<file path="config.mk">
export PLATFORM = sky130hd
export DESIGN_NAME = multiplier32_seq_flat
export DESIGN_NICKNAME = d
export VERILOG_FILES = /design/src/rtl/multiplier32_seq_pkg.sv /design/src/rtl/multiplier32_seq_if.sv /design/src/rtl/multiplier32_seq_adder32.sv /design/src/rtl/multiplier32_seq.sv /design/src/flat_wrapper.sv
export SDC_FILE = /design/constraint.sdc
export NUM_CORES = 1
export LEC_CHECK = 0
export CAP_MARGIN = 5
export CORE_MARGIN = 1
export CORE_UTILIZATION = 55
export DETAILED_ROUTE_END_ITERATION = 10
export PLACE_DENSITY = 0.81
export SYNTH_ARGS = -nofsm -noshare
export SYNTH_HDL_FRONTEND = slang
export SYNTH_SLANG_ARGS = --single-unit
</file>
<file path="constraint.sdc">
create_clock -name clk -period 5.7 [get_ports clk]
set_input_delay 0.57 -clock clk [delete_from_list [all_inputs] [get_ports clk]]
set_output_delay 0.57 -clock clk [all_outputs]
set_load 0.01 [all_outputs]
</file>
<file path="src/rtl/multiplier32_seq_pkg.sv">
// Shared types for the sequential 32-bit RISC-V M-extension multiplier.
// Holds op/state encodings, XLEN and the accept-time magnitude helper.
package multiplier32_seq_pkg;

    localparam int XLEN = 32;

    typedef enum logic [1:0] {
        MUL    = 2'd0,
        MULH   = 2'd1,
        MULHSU = 2'd2,
        MULHU  = 2'd3
    } op_e;

    typedef enum logic [2:0] {
        IDLE,
        RUN,
        FIX_LO,
        FIX_HI,
        DONE
    } state_e;

    // 0x80000000 maps to itself and is then read as unsigned.
    function automatic logic [XLEN-1:0] mag(input logic [XLEN-1:0] v);
        return v[XLEN-1] ? (~v + XLEN'(1)) : v;
    endfunction

endpackage

</file>
<file path="src/rtl/multiplier32_seq_if.sv">
// Request/response bundle between a requester and multiplier32_seq.
// master = requester side, slave = multiplier side.
interface multiplier32_seq_if;
    import multiplier32_seq_pkg::*;

    logic            in_valid;
    logic            in_ready;
    op_e             op;
    logic [XLEN-1:0] a;
    logic [XLEN-1:0] b;
    logic            out_valid;
    logic            out_ready;
    logic [XLEN-1:0] result;

    modport master (
        output in_valid, op, a, b, out_ready,
        input  in_ready, out_valid, result
    );

    modport slave (
        input  in_valid, op, a, b, out_ready,
        output in_ready, out_valid, result
    );

endinterface

</file>
<file path="src/rtl/multiplier32_seq_adder32.sv">
// Shared 32-bit adder; carry-out rebuilt from the MSB operands and sum.
// Used for both shift-add accumulation and two's-complement fix-up.
module multiplier32_seq_adder32
    import multiplier32_seq_pkg::*;
(
    input  logic [XLEN-1:0] x,
    input  logic [XLEN-1:0] y,
    input  logic            cin,
    output logic [XLEN-1:0] sum,
    output logic            cout
);

    assign sum  = x + y + XLEN'(cin);
    assign cout = (x[XLEN-1] & y[XLEN-1])
                | ((x[XLEN-1] | y[XLEN-1]) & ~sum[XLEN-1]);

endmodule

</file>
<file path="src/rtl/multiplier32_seq.sv">
// Sequential shift-add multiplier for MUL/MULH/MULHSU/MULHU.
// Fixed 34-cycle latency: 32 RUN steps plus two sign fix-up cycles.
module multiplier32_seq
    import multiplier32_seq_pkg::*;
(
    input logic               clk,
    input logic               reset_n,
    multiplier32_seq_if.slave bus
);

    state_e          state;
    state_e          state_nx;
    op_e             op_q;
    logic            neg_q;
    logic            carry_q;
    logic [4:0]      cnt;
    logic [XLEN-1:0] hi;
    logic [XLEN-1:0] lo;
    logic [XLEN-1:0] mcand;

    logic [XLEN-1:0] a_mag;
    logic [XLEN-1:0] b_mag;
    logic            neg_in;

    logic [XLEN-1:0] add_x;
    logic [XLEN-1:0] add_y;
    logic [XLEN-1:0] add_sum;
    logic            add_cin;
    logic            add_cout;

    always_comb begin
        a_mag  = bus.a;
        b_mag  = bus.b;
        neg_in = 1'b0;
        unique case (bus.op)
            MUL, MULH: begin
                a_mag  = mag(bus.a);
                b_mag  = mag(bus.b);
                neg_in = bus.a[XLEN-1] ^ bus.b[XLEN-1];
            end
            MULHSU: begin
                a_mag  = mag(bus.a);
                neg_in = bus.a[XLEN-1];
            end
            default: ;
        endcase
    end

    // One adder serves accumulate (RUN) and ~x+c negation (FIX_*).
    always_comb begin
        add_x   = hi;
        add_y   = '0;
        add_cin = 1'b0;
        unique case (state)
            RUN:    add_y = lo[0] ? mcand : '0;
            FIX_LO: begin
                add_x   = ~lo;
                add_cin = 1'b1;
            end
            FIX_HI: begin
                add_x   = ~hi;
                add_cin = carry_q;
            end
            default: ;
        endcase
    end

    multiplier32_seq_adder32 u_adder32 (
        .x    (add_x),
        .y    (add_y),
        .cin  (add_cin),
        .sum  (add_sum),
        .cout (add_cout)
    );

    always_ff @(posedge clk or negedge reset_n) begin
        if (!reset_n) state <= IDLE;
        else          state <= state_nx;
    end

    always_comb begin
        state_nx = state;
        unique case (state)
            IDLE:    if (bus.in_valid) state_nx = RUN;
            RUN:     if (cnt == 5'd31) state_nx = FIX_LO;
            FIX_LO:  state_nx = FIX_HI;
            FIX_HI:  state_nx = DONE;
            DONE:    if (bus.out_ready) state_nx = IDLE;
            default: state_nx = IDLE;
        endcase
    end

    always_ff @(posedge clk or negedge reset_n) begin
        if (!reset_n) begin
            op_q    <= MUL;
            neg_q   <= 1'b0;
            carry_q <= 1'b0;
            cnt     <= '0;
            hi      <= '0;
            lo      <= '0;
            mcand   <= '0;
        end else begin
            unique case (state)
                IDLE: if (bus.in_valid) begin
                    op_q    <= bus.op;
                    neg_q   <= neg_in;
                    carry_q <= 1'b0;
                    cnt     <= '0;
                    hi      <= '0;
                    lo      <= b_mag;
                    mcand   <= a_mag;
                end
                RUN: begin
                    hi  <= {add_cout, add_sum[XLEN-1:1]};
                    lo  <= {add_sum[0], lo[XLEN-1:1]};
                    cnt <= cnt + 5'd1;
                end
                FIX_LO: if (neg_q) begin
                    lo      <= add_sum;
                    carry_q <= add_cout;
                end
                FIX_HI: if (neg_q) hi <= add_sum;
                default: ;
            endcase
        end
    end

    assign bus.in_ready  = (state == IDLE);
    assign bus.out_valid = (state == DONE);
    assign bus.result    = (state != DONE) ? '0
                         : (op_q == MUL)   ? lo : hi;

endmodule
</file>
<file path="src/flat_wrapper.sv">
// flat-port wrapper written by rule: the top's interface ports become plain ports
module multiplier32_seq_flat import multiplier32_seq_pkg::*;
  (clk, reset_n, bus_in_valid, bus_op, bus_a, bus_b, bus_out_ready, bus_in_ready, bus_out_valid, bus_result);
  multiplier32_seq_if bus_i ();
  input logic clk;
  input logic reset_n;
  input wire logic [$bits(bus_i.in_valid)-1:0] bus_in_valid;
  input wire logic [$bits(bus_i.op)-1:0] bus_op;
  input wire logic [$bits(bus_i.a)-1:0] bus_a;
  input wire logic [$bits(bus_i.b)-1:0] bus_b;
  input wire logic [$bits(bus_i.out_ready)-1:0] bus_out_ready;
  output wire logic [$bits(bus_i.in_ready)-1:0] bus_in_ready;
  output wire logic [$bits(bus_i.out_valid)-1:0] bus_out_valid;
  output wire logic [$bits(bus_i.result)-1:0] bus_result;
  assign bus_i.in_valid = bus_in_valid;
  assign bus_i.op = bus_op;
  assign bus_i.a = bus_a;
  assign bus_i.b = bus_b;
  assign bus_i.out_ready = bus_out_ready;
  assign bus_in_ready = bus_i.in_ready;
  assign bus_out_valid = bus_i.out_valid;
  assign bus_result = bus_i.result;
  multiplier32_seq u_core (.clk(clk), .reset_n(reset_n), .bus(bus_i));
endmodule
</file>
==> flow_summary.ini, run 1 <==
[detailed_routing]
finalWirelength_mm = 27.8
viasPerCell = 6.39
antenna_left = 0
drt_iter0_markers = 1102
wl_per_cell_microns = 19.2
dr_total_vias = 9222
first_pass_iters = 5
drcViolationCount = 0

[layout]
n_antenna_cell = 0
final_layout_size_suffix_gt1_share_pct = 6.93
fin_util_pct = 65.6
final_cells = 1443
fill_cells = 1393
syn2layout_area_growth_pct = 15.6
layout.nets = 1329

[sta]
setup_viol = 0
rsz0062_at_grt = no
fmax_mhz = 209
relSlewSlack_pct = 35.5
fin_tns_setup_ps = 0
worst_clock_skew_ps = 8.71
tightest_slew_ps = 966
fin_ws_ps = 925
slew_violations = 0
fin_crit_sh_pct = 83.8
hold_violations = 0
period_minus_slack_ps = 4770
fin_hold_ws_ps = 247

[clock_network]
hold_buffers = 0
cts.sinks = 108
cts_root_buf = clkbuf_16
ctsHtreeMaxLevel = 3
clk_latency_ps = 360
clock_path_buffers = 2
cts_resized = 0
cts_setup_buffers = 0
path_clk_slew_ps = 70
cts_tree = built
numCtsBuffers = 9

[setup_path]
crit_path_end = u_core.lo[31]$_DFFE_PN0P_
cp.arrival_ps = 5060
reg2regPathDepth = 16
rr_startpoint = u_core.state[1]$_DFFE_PN0P_
start_kind = register
crit_fanout = 40
end_kind = register
crit_type = register to register
rrSetupSlack_ps = 930
r2r_end = u_core.lo[31]$_DFFE_PN0P_
critPathLaunch = u_core.state[1]$_DFFE_PN0P_
worstPathRequired_ps = 5980

[place]
dp.cells = 1427
dp_worst_setup_slack_ps = 1070
portBuffers = 103
post-dp-hpwl_mm = 20.2
gp_congestion = 0.997

[floorplanning]
die_area_sq_um = 17000
initial_core_util_pct = 56.7
num_rows = 46
chipHeight_microns = 130
die_w_microns = 130
ios = 104
coreArea_sq_um = 15900

[grt]
grt_usage_pct = 33.6
grt_max_degree = 69
antenna_found_initial = 0
grt_pass1_wl_mm = 43.7
first_global_vias = 8307
grt-ovfl-total = 0

[flow_run]
cap_viol_max_count = 0

[pwr]
pwr_density_cell_nw_per_um2 = 640
irDropWorstVdd_mv = 0.250
leakagePower_uw = 0.00431

[yosys]
yosys_warnings = 0
synthTopCellsByArea = dfrtp_1 (30%), nand2_1 (7.8%), a21oi_1 (7.5%)
synth_top_area_share_pct = 29.9
syn_nets = 1279
synth-edff-count = 0
ys_seq_area_share_pct = 29.9
yosysUniqueCellTypes = 66
synth-seq-cells = 108
synth_area_per_cell_sq_um = 7.72
async_flop_share_pct = 100
syn_area_sq_um = 9040
synth.most_common_cell = nand2_1
synth_top_cell_by_area = dfrtp_1
ys.flop_type = dfrtp_1
synth_cells = 1172
synth_commonest_cells = nand2_1 (189), a21oi_1 (136), dfrtp_1 (108)

[outcome]
status = finished, final reports clean

[hold_path]
hp-class = input pin to asynchronous set/reset pin
==> cell type report <==
class / instances / area, sq um / share of cell area, %
Inverter: 25 / 93.8 / 0.897
Clock buffer: 12 / 246 / 2.36
Clock inverter: 4 / 48.8 / 0.467
Multi-Input combinational cell: 958 / 5940 / 56.8
Tap cell: 216 / 270 / 2.58
Timing Repair Buffer: 120 / 1160 / 11.1
Sequential cell: 108 / 2700 / 25.8
==> stage by stage <==
| stage | power [uW] | instance area, sq um |
|---|---|---|
| after CTS | 6570 | 10500 |
| after detailed placement | 5900 | 10200 |
| after global placement | 5820 | 10200 |
| after floorplan | 4730 | 9040 |
| after global routing | 7190 | 10500 |
| final | 6690 | 10500 |
==> layout by cell type, fill, tap and decap left out, types with 5 or more instances in the layout <==
cell type,synthesis,routed
dfrtp_1,108,108
nand2_1,189,189
o31ai_1,14,14
nand2b_1,9,8
a22oi_1,15,15
and3_1,37,37
mux2_2,33,33
nor2_1,94,93
o41ai_1,5,5
nor3_1,13,13
nor4_1,5,5
nor2b_1,5,5
a221oi_1,15,15
o211ai_1,9,9
a21oi_1,136,136
o21a_1,13,13
a21o_1,5,5
o221ai_1,13,13
inv_1,25,25
o22ai_1,14,14
clkdlybuf4s50_1,0,102
clkbuf_16,0,9
xor2_1,41,41
ha_1,34,34
xnor2_1,45,45
a31oi_1,12,12
buf_4,0,18
nand4_1,6,6
a22o_1,9,9
nand3_1,18,18
o21ai_0,102,102
==> kinds of logic (layout without fill, tap and decap cells) <==
| logic type | Yosys count | in the layout | synth area share, % |
|---|---|---|---|
| simple gates | 406 | 406 | 20.7 |
| compound gates | 393 | 393 | 26.7 |
| flops | 108 | 108 | 29.9 |
| buf+inv | 106 | 161 | 4.51 |
| xor+xnor | 86 | 86 | 8.33 |
| fa+ha+maj | 37 | 37 | 5.37 |
| mux | 36 | 36 | 4.44 |
==> worst max-delay path, cell delays in order (launching register included) <==
cell	delay, ps
dfrtp_1	640
inv_1	180
and2_2	410
and3_1	310
fa_1	460
a211oi_1	290
o211ai_1	160
a21oi_1	430
o2111ai_1	240
a31oi_1	240
o21bai_1	160
a21o_1	210
a21oi_1	170
fa_1	450
inv_1	90
a22oi_1	70
a31oi_1	170
==> layer usage <==
metal,share of wire [%],track usage (%)
met3,11,8.08
met1,44,47.6
met4,2.8,13.5
met5,0,0
met2,42,49.3
==> power by group <==
group | internal, uW | switching, uW
clock network | 353 | 282
registers | 1190 | 388
logic | 1770 | 2710
==> state kept, by name, summed over array words and instances (netlist names) <==
name,flops
u_core.op_q,2
u_core.lo,32
u_core.neg_q,1
u_core.state,3
u_core.mcand,32
u_core.cnt,5
u_core.carry_q,1
u_core.hi,32
==> worst min path at each step <==
stage | startpoint | end | cells past startpoint
2_1_floorplan | reset_n | u_core.carry_q$_DFFE_PN0P_ | 0
3_3_place_gp | u_core.cnt[4]$_DFFE_PN0P_ | u_core.cnt[4]$_DFFE_PN0P_ | 1
3_5_place_dp | u_core.cnt[4]$_DFFE_PN0P_ | u_core.cnt[4]$_DFFE_PN0P_ | 1
4_1_cts | reset_n | u_core.cnt[0]$_DFFE_PN0P_ | 1
5_1_grt | reset_n | u_core.hi[1]$_DFFE_PN0P_ | 1
6_report | reset_n | u_core.cnt[3]$_DFFE_PN0P_ | 1
(Power assumes the default switching activity.)
==> run 2: changes to the inputs <==
==> constraint.sdc (replaced) <==
create_clock -name clk -period 4.7 [get_ports clk]
set_input_delay 0.47 -clock clk [delete_from_list [all_inputs] [get_ports clk]]
set_output_delay 0.47 -clock clk [all_outputs]
set_load 0.01 [all_outputs]
==> run 2 against run 1 <==
First-iteration DRC count down 6.4%. Die area unchanged. Largest cell class unchanged. Critical endpoint unchanged. Core utilization increased by 0.47 points. Fmax rose by 10%.
==> flow_summary.ini, run 2 (synthesis results as in run 1) <==
[pwr]
p_switching_uw = 4160
irDropWorstVdd_mv = 0.359
power_frac_seq_pct = 23.2
finalPower_uw = 8200
p_int_uw = 4040
switching_share_pct = 50.7
pwr-share-clk_pct = 8.9
pwr_density_cell_nw_per_um2 = 778
leakagePower_uw = 0.00434
pwr-share-comb_pct = 67.9

[layout]
layout.nets = 1339
final_area_sq_um = 10500
final_layout_size_suffix_gt1_share_pct = 7.61
reg.largest.list = u_core.hi (32), u_core.lo (32), u_core.mcand (32)
n_antenna_cell = 0
final_cells = 1452
final_cell_mix = nand2_1 (189), a21oi_1 (136), dfrtp_1 (108)
syn2layout_area_growth_pct = 16.5
fill_cells = 1424
layout_commonest_cell = nand2_1

[floorplanning]
coreArea_sq_um = 15900
ios = 104
chipHeight_microns = 130
die_w_microns = 130
die_area_sq_um = 17000
num_rows = 46
initial_core_util_pct = 56.7

[grt]
grt-ovfl-total = 0
use_met1_pct = 48.6
grtUsageMet3_pct = 6.15
first_global_vias = 8217
grt_max_degree = 69
met2_usage_pct = 49.9
grt_pass1_wl_mm = 43.6
grt-busiest-layer = met2
grt_usage_pct = 33.6
antenna_found_initial = 0

[clock_network]
cts_setup_buffers = 0
cts_resized = 0
clk_latency_ps = 360
cts.sinks = 108
cts_root_buf = clkbuf_16
clock_path_buffers = 2
path_clk_slew_ps = 80
cts_tree = built
ctsHtreeMaxLevel = 3
hold_buffers = 0
numCtsBuffers = 9

[detailed_routing]
viasPerCell = 6.26
finalWirelength_mm = 27.6
first_pass_iters = 5
wl_per_cell_microns = 19.0
drt_iter0_markers = 1032
drcViolationCount = 0
antenna_left = 0
dr_total_vias = 9095

[sta]
relSlewSlack_pct = 23.7
fin_tns_setup_ps = 0
fmax_mhz = 231
setup_viol = 0
period_minus_slack_ps = 4330
slew_violations = 0
worst_clock_skew_ps = 14.2
rsz0062_at_grt = no
hold_violations = 0
tightest_slew_ps = 1150
fin_crit_sh_pct = 92.2

[place]
gp_congestion = 0.983
portBuffers = 103
post-dp-hpwl_mm = 20.9
dp.cells = 1437
placed_cell_area_sq_um = 10300

[outcome]
status = finished, final reports clean

[setup_path]
end_kind = register
reg2regPathDepth = 16
path_cells = nand2b_2 -> buf_12 -> o21ai_0 -> ha_1 -> a21oi_1 -> o21ai_0 -> a221oi_1 -> o2111ai_1 -> a31oi_1 -> o21bai_1 -> a21o_1 -> a21oi_1 -> fa_1 -> inv_1 -> a22oi_1 -> a31oi_1
rr_startpoint = u_core.state[2]$_DFFE_PN0P_
crit_slowest_cell = dfrtp_1
crit_fanout = 28
r2r_end = u_core.lo[31]$_DFFE_PN0P_
worstPathRequired_ps = 4990
rrSetupSlack_ps = 370
start_kind = register
crit_path_max_incr_delay_ps = 480
cp.arrival_ps = 4620
crit_type = register to register

[hold_path]
hp-class = input pin to asynchronous set/reset pin

[flow_run]
cap_viol_max_count = 0
run 2: cell count changes in the layout (fill, tap and decap cells not counted):
| cell | previous run | this run |
|---|---|---|
| buf_12 | 0 | 2 |
| clkinvlp_4 | 0 | 2 |
| bufinv_16 | 1 | 0 |
| buf_4 | 18 | 26 |
| clkinv_2 | 2 | 0 |
run 2: per-layer routing:
layer	vias up	routed length (microns)
li1	4335	-
met1	4215	12300
met2	498	11700
met3	47	2860
met4	0	685
met5	-	0
run 2: worst max-delay path by stage:
stage	startpoint	to	slack, ps	cells past startpoint
floorplan	u_core.state[2]$_DFFE_PN0P_	u_core.lo[31]$_DFFE_PN0P_	150	22
global placement	u_core.state[2]$_DFFE_PN0P_	u_core.lo[31]$_DFFE_PN0P_	550	17
detailed placement	u_core.state[2]$_DFFE_PN0P_	u_core.lo[31]$_DFFE_PN0P_	430	16
CTS	u_core.state[2]$_DFFE_PN0P_	u_core.lo[31]$_DFFE_PN0P_	410	16
global route	u_core.state[2]$_DFFE_PN0P_	u_core.lo[31]$_DFFE_PN0P_	50	16
finish	u_core.state[2]$_DFFE_PN0P_	u_core.lo[31]$_DFFE_PN0P_	370	16
run 2: through the flow:
stage               hold WS, ps  util, %  setup WS, ps
finish                      210     66.1           368
global route                300     66.1          52.3
CTS                         250     66.1           412
detailed placement          499     64.4           429
global placement            492     64.4           554
floorplan                   174        -           148
run 2: cell type report:
class	instances	area, sq um	share of cell area (%)
clock buffer	12	246	2.34
clock inverter	3	23.8	0.226
inverter	25	93.8	0.891
multi-input combinational	958	5940	56.4
sequential	108	2700	25.7
tap	216	270	2.57
timing repair buffer	130	1260	11.9
run 2: power by group through the flow:
stage / Sequential, uW / Clock [uW] / Combinational [uW]
5_1_grt: 1950 / 765 / 6100
3_3_place_gp: 1880 / 0 / 5290
3_5_place_dp: 1890 / 0 / 5400
6_report: 1910 / 727 / 5560
4_1_cts: 1880 / 732 / 5420
2_1_floorplan: 1720 / 0 / 4020
run 2: worst max-delay path: cells and delay by family (launching register included):
family | cells | cell delay, ps
adders and majority gates | 2 | 750
and+or+nand+nor | 1 | 430
DFF | 1 | 480
AOI/OAI and AO/OA | 11 | 2230
buffers and inverters | 2 | 350
==> run 3: changes to the inputs <==
--- a/config.mk
+++ b/config.mk
@@ -8,8 +8,10 @@
 export CAP_MARGIN = 5
 export CORE_MARGIN = 1
 export CORE_UTILIZATION = 55
+export CTS_CLUSTER_SIZE = 16
 export DETAILED_ROUTE_END_ITERATION = 10
 export PLACE_DENSITY = 0.81
 export SYNTH_ARGS = -nofsm -noshare
 export SYNTH_HDL_FRONTEND = slang
+export SYNTH_HIERARCHICAL = 1
 export SYNTH_SLANG_ARGS = --single-unit
==> constraint.sdc (replaced) <==
create_clock -name clk -period 4.7 [get_ports clk]
set_input_delay 0.94 -clock clk [delete_from_list [all_inputs] [get_ports clk]]
set_output_delay 0.94 -clock clk [all_outputs]
set_load 0.01 [all_outputs]
==> run 3 against run 2 <==
Power shrank 12%. Core utilization grew 0.17 points. Count of clock-buffer cells in the layout shrank 1. Worst hold slack gained 260 ps. Synthesized cell count grew 2.6%. Non-clock buffer count shrank 6. Global-route usage shrank 2.0 points. Via count grew 2.5%. Clock power grew 6.6%. Critical endpoint is now u_core/lo[31]$_DFFE_PN0P_. Largest power group unchanged.
==> flow_summary.ini, run 3 <==
[setup_path]
crit_fanout = 12
start_kind = register
crit_type = register to register
crit_slowest_cell = dfrtp_1
reg2regPathDepth = 16
crit_path_max_incr_delay_ps = 520
worstPathRequired_ps = 4930
rrSetupSlack_ps = 310
r2r_end = u_core/lo[31]$_DFFE_PN0P_
end_kind = register
rr_startpoint = u_core/state[1]$_DFFE_PN0P_
path_cells = nand2b_1 -> nor2_4 -> buf_4 -> and3_1 -> ha_1 -> nand4_1 -> o41ai_2 -> nor2_1 -> o21ai_2 -> a221oi_1 -> fa_1 -> inv_1 -> a22oi_1 -> nor2_1 -> a31oi_1 -> a31oi_1
cp.arrival_ps = 4620

[yosys]
synth_top_cell_by_area = dfrtp_1
yosysUniqueCellTypes = 70
synth_cells = 1202
ys_seq_area_share_pct = 29.4
synth_area_per_cell_sq_um = 7.65
synth.most_common_cell = nand2_1
syn_area_sq_um = 9200
yosys_warnings = 6
synthTopCellsByArea = dfrtp_1 (29%), nand2_1 (6.9%), a21oi_1 (6.6%)
ys.flop_type = dfrtp_1
async_flop_share_pct = 100
synth_top_area_share_pct = 29.4
synth-edff-count = 0
syn_nets = 1309
synth_commonest_cells = nand2_1 (170), a21oi_1 (121), o21ai_0 (109)
synth-seq-cells = 108

[pwr]
power_frac_seq_pct = 26.1
pwr_density_cell_nw_per_um2 = 675
irDropWorstVdd_mv = 0.274
switching_share_pct = 49.3
finalPower_uw = 7210
pwr-share-comb_pct = 63.2
p_switching_uw = 3550
p_int_uw = 3660
leakagePower_uw = 0.00468
pwr-share-clk_pct = 10.7

[detailed_routing]
wl_met2_mm = 11.8
finalWirelength_mm = 27.2
viasPerCell = 6.33
antenna_left = 0
first_pass_iters = 9
drcViolationCount = 0
wl_met1_mm = 12.0
wl_per_cell_microns = 18.5
drt_iter0_markers = 1299
dr_wl_met3_mm = 2.81
dr_total_vias = 9318
top_layer_used = met4

[grt]
grt_usage_pct = 31.6
grt_pass1_wl_mm = 43.8
first_global_vias = 8486
grt-ovfl-total = 0
antenna_found_initial = 0
grt_max_degree = 59

[clock_network]
clk_latency_ps = 360
clock_path_buffers = 2
path_clk_slew_ps = 70
cts.sinks = 108
cts_setup_buffers = 0
cts_root_buf = clkbuf_16
ctsHtreeMaxLevel = 3
numCtsBuffers = 9
cts_tree = built

[floorplanning]
chipHeight_microns = 131
coreArea_sq_um = 16100
die_area_sq_um = 17200
num_rows = 46
initial_core_util_pct = 57.1
die_w_microns = 131
ios = 104

[place]
gp_congestion = 0.967
dp_worst_setup_slack_ps = 400
portBuffers = 103
post-dp-hpwl_mm = 19.7

[sta]
tightest_slew_ps = 1270
setup_viol = 0
slew_violations = 0
fin_hold_ws_ps = 474
fin_ws_ps = 311
period_minus_slack_ps = 4390
relSlewSlack_pct = 15.3
fmax_mhz = 228
worst_clock_skew_ps = 7.45
rsz0062_at_grt = no
hold_violations = 0
fin_tns_setup_ps = 0
fin_crit_sh_pct = 93.4

[layout]
reg.largest.list = u_core/hi (32), u_core/lo (32), u_core/mcand (32)
final_layout_size_suffix_gt1_share_pct = 7.64
syn2layout_area_growth_pct = 16.0
fill_cells = 1394
layout_commonest_cell = nand2_1
n_antenna_cell = 0
final_cell_mix = nand2_1 (169), a21oi_1 (119), o21ai_0 (109)
layout.nets = 1359

[hold_path]
hold_path.startpoint = u_core/mcand[24]$_DFFE_PN0P_
hp-class = register to register
hold_end = u_core/mcand[24]$_DFFE_PN0P_
min_path_cells = 2

[outcome]
status = finished, final reports clean

[flow_run]
cap_viol_max_count = 0
run 3: cell types whose count changed after synthesis, moves of 14 or more:
cell	previous run	this run
a22oi_1	15	46
a31oi_1	12	33
xor2_1	41	21
nand2_1	189	170
xnor2_1	45	63
a21oi_1	136	121
nor2_1	94	108
run 3: worst max path at each step:
stage                                           start                   endpoint  slack [ps]  cells after the start
after floorplan           u_core/state[0]$_DFFE_PN0P_  u_core/lo[31]$_DFFE_PN0P_         540                     20
after global placement    u_core/state[1]$_DFFE_PN0P_  u_core/lo[31]$_DFFE_PN0P_         550                     18
after detailed placement  u_core/state[1]$_DFFE_PN0P_  u_core/lo[31]$_DFFE_PN0P_         400                     18
after CTS                 u_core/state[1]$_DFFE_PN0P_  u_core/lo[31]$_DFFE_PN0P_         380                     18
after global routing      u_core/state[1]$_DFFE_PN0P_  u_core/lo[31]$_DFFE_PN0P_          30                     18
final                     u_core/state[1]$_DFFE_PN0P_  u_core/lo[31]$_DFFE_PN0P_         310                     16
run 3: cell families (layout without fill, tap and decap cells):
| kind of cell | after synthesis | in the layout | synth area share (%) |
|---|---|---|---|
| XOR/XNOR | 84 | 84 | 8.00 |
| adder cells (fa/ha/maj) | 37 | 37 | 5.28 |
| multiplexers | 35 | 35 | 4.26 |
| flip-flops | 108 | 108 | 29.4 |
| AO/OA/AOI/OAI | 410 | 410 | 27.7 |
| buffers and inverters | 117 | 170 | 4.84 |
| AND/OR/NAND/NOR | 411 | 412 | 20.6 |
run 3: area by class of cell:
class                   instances  area [sq um]  share of cell area (%)
multi-input cells             978          6100                    57.1
flip-flops and latches        108          2700                    25.3
repair buffers                124          1200                    11.2
well taps                     216           270                    2.53
clock buffers                  11           243                    2.27
inverters                      31           116                    1.09
clock inverters                 4          48.8                   0.457
run 3: through the flow:
| stage | area, sq um | cells | utilization (%) |
|---|---|---|---|
| 2_1_floorplan | 9200 | 1202 | - |
| 3_3_place_gp | 10400 | 1456 | 64.4 |
| 3_5_place_dp | 10400 | 1456 | 64.4 |
| 4_1_cts | 10700 | 1471 | 66.2 |
| 5_1_grt | 10700 | 1472 | 66.2 |
| 6_report | 10700 | 1472 | 66.2 |
run 3: power groups by stage:
stage / Clock [uW] / Sequential, uW / Combinational [uW]
detailed placement: 0 / 1860 / 4390
global placement: 0 / 1860 / 4270
floorplan: 0 / 1680 / 3380
finish: 775 / 1880 / 4550
global route: 818 / 1930 / 5010
CTS: 789 / 1850 / 4410
run 3: critical path: cells and delay by family, from the launching register on:
| family | cells | cell delay, ps |
|---|---|---|
| flip-flops | 1 | 520 |
| AO/OA/AOI/OAI | 6 | 1280 |
| buffers and inverters | 2 | 280 |
| adder cells (fa/ha/maj) | 2 | 830 |
| AND/OR/NAND/NOR | 6 | 1340 |
run 3: metal layers:
metal  up-vias  track usage (%)
met5         -                0
li1       4438                -
met3        40             5.44
met1      4302             45.2
met4         0             10.5
met2       538             48.3
run 3: repair_timing:
action | in CTS | in global routing
hold buffers | 0 | 0
setup endpoints to repair | 0 | 1
resized for setup | 0 | 1
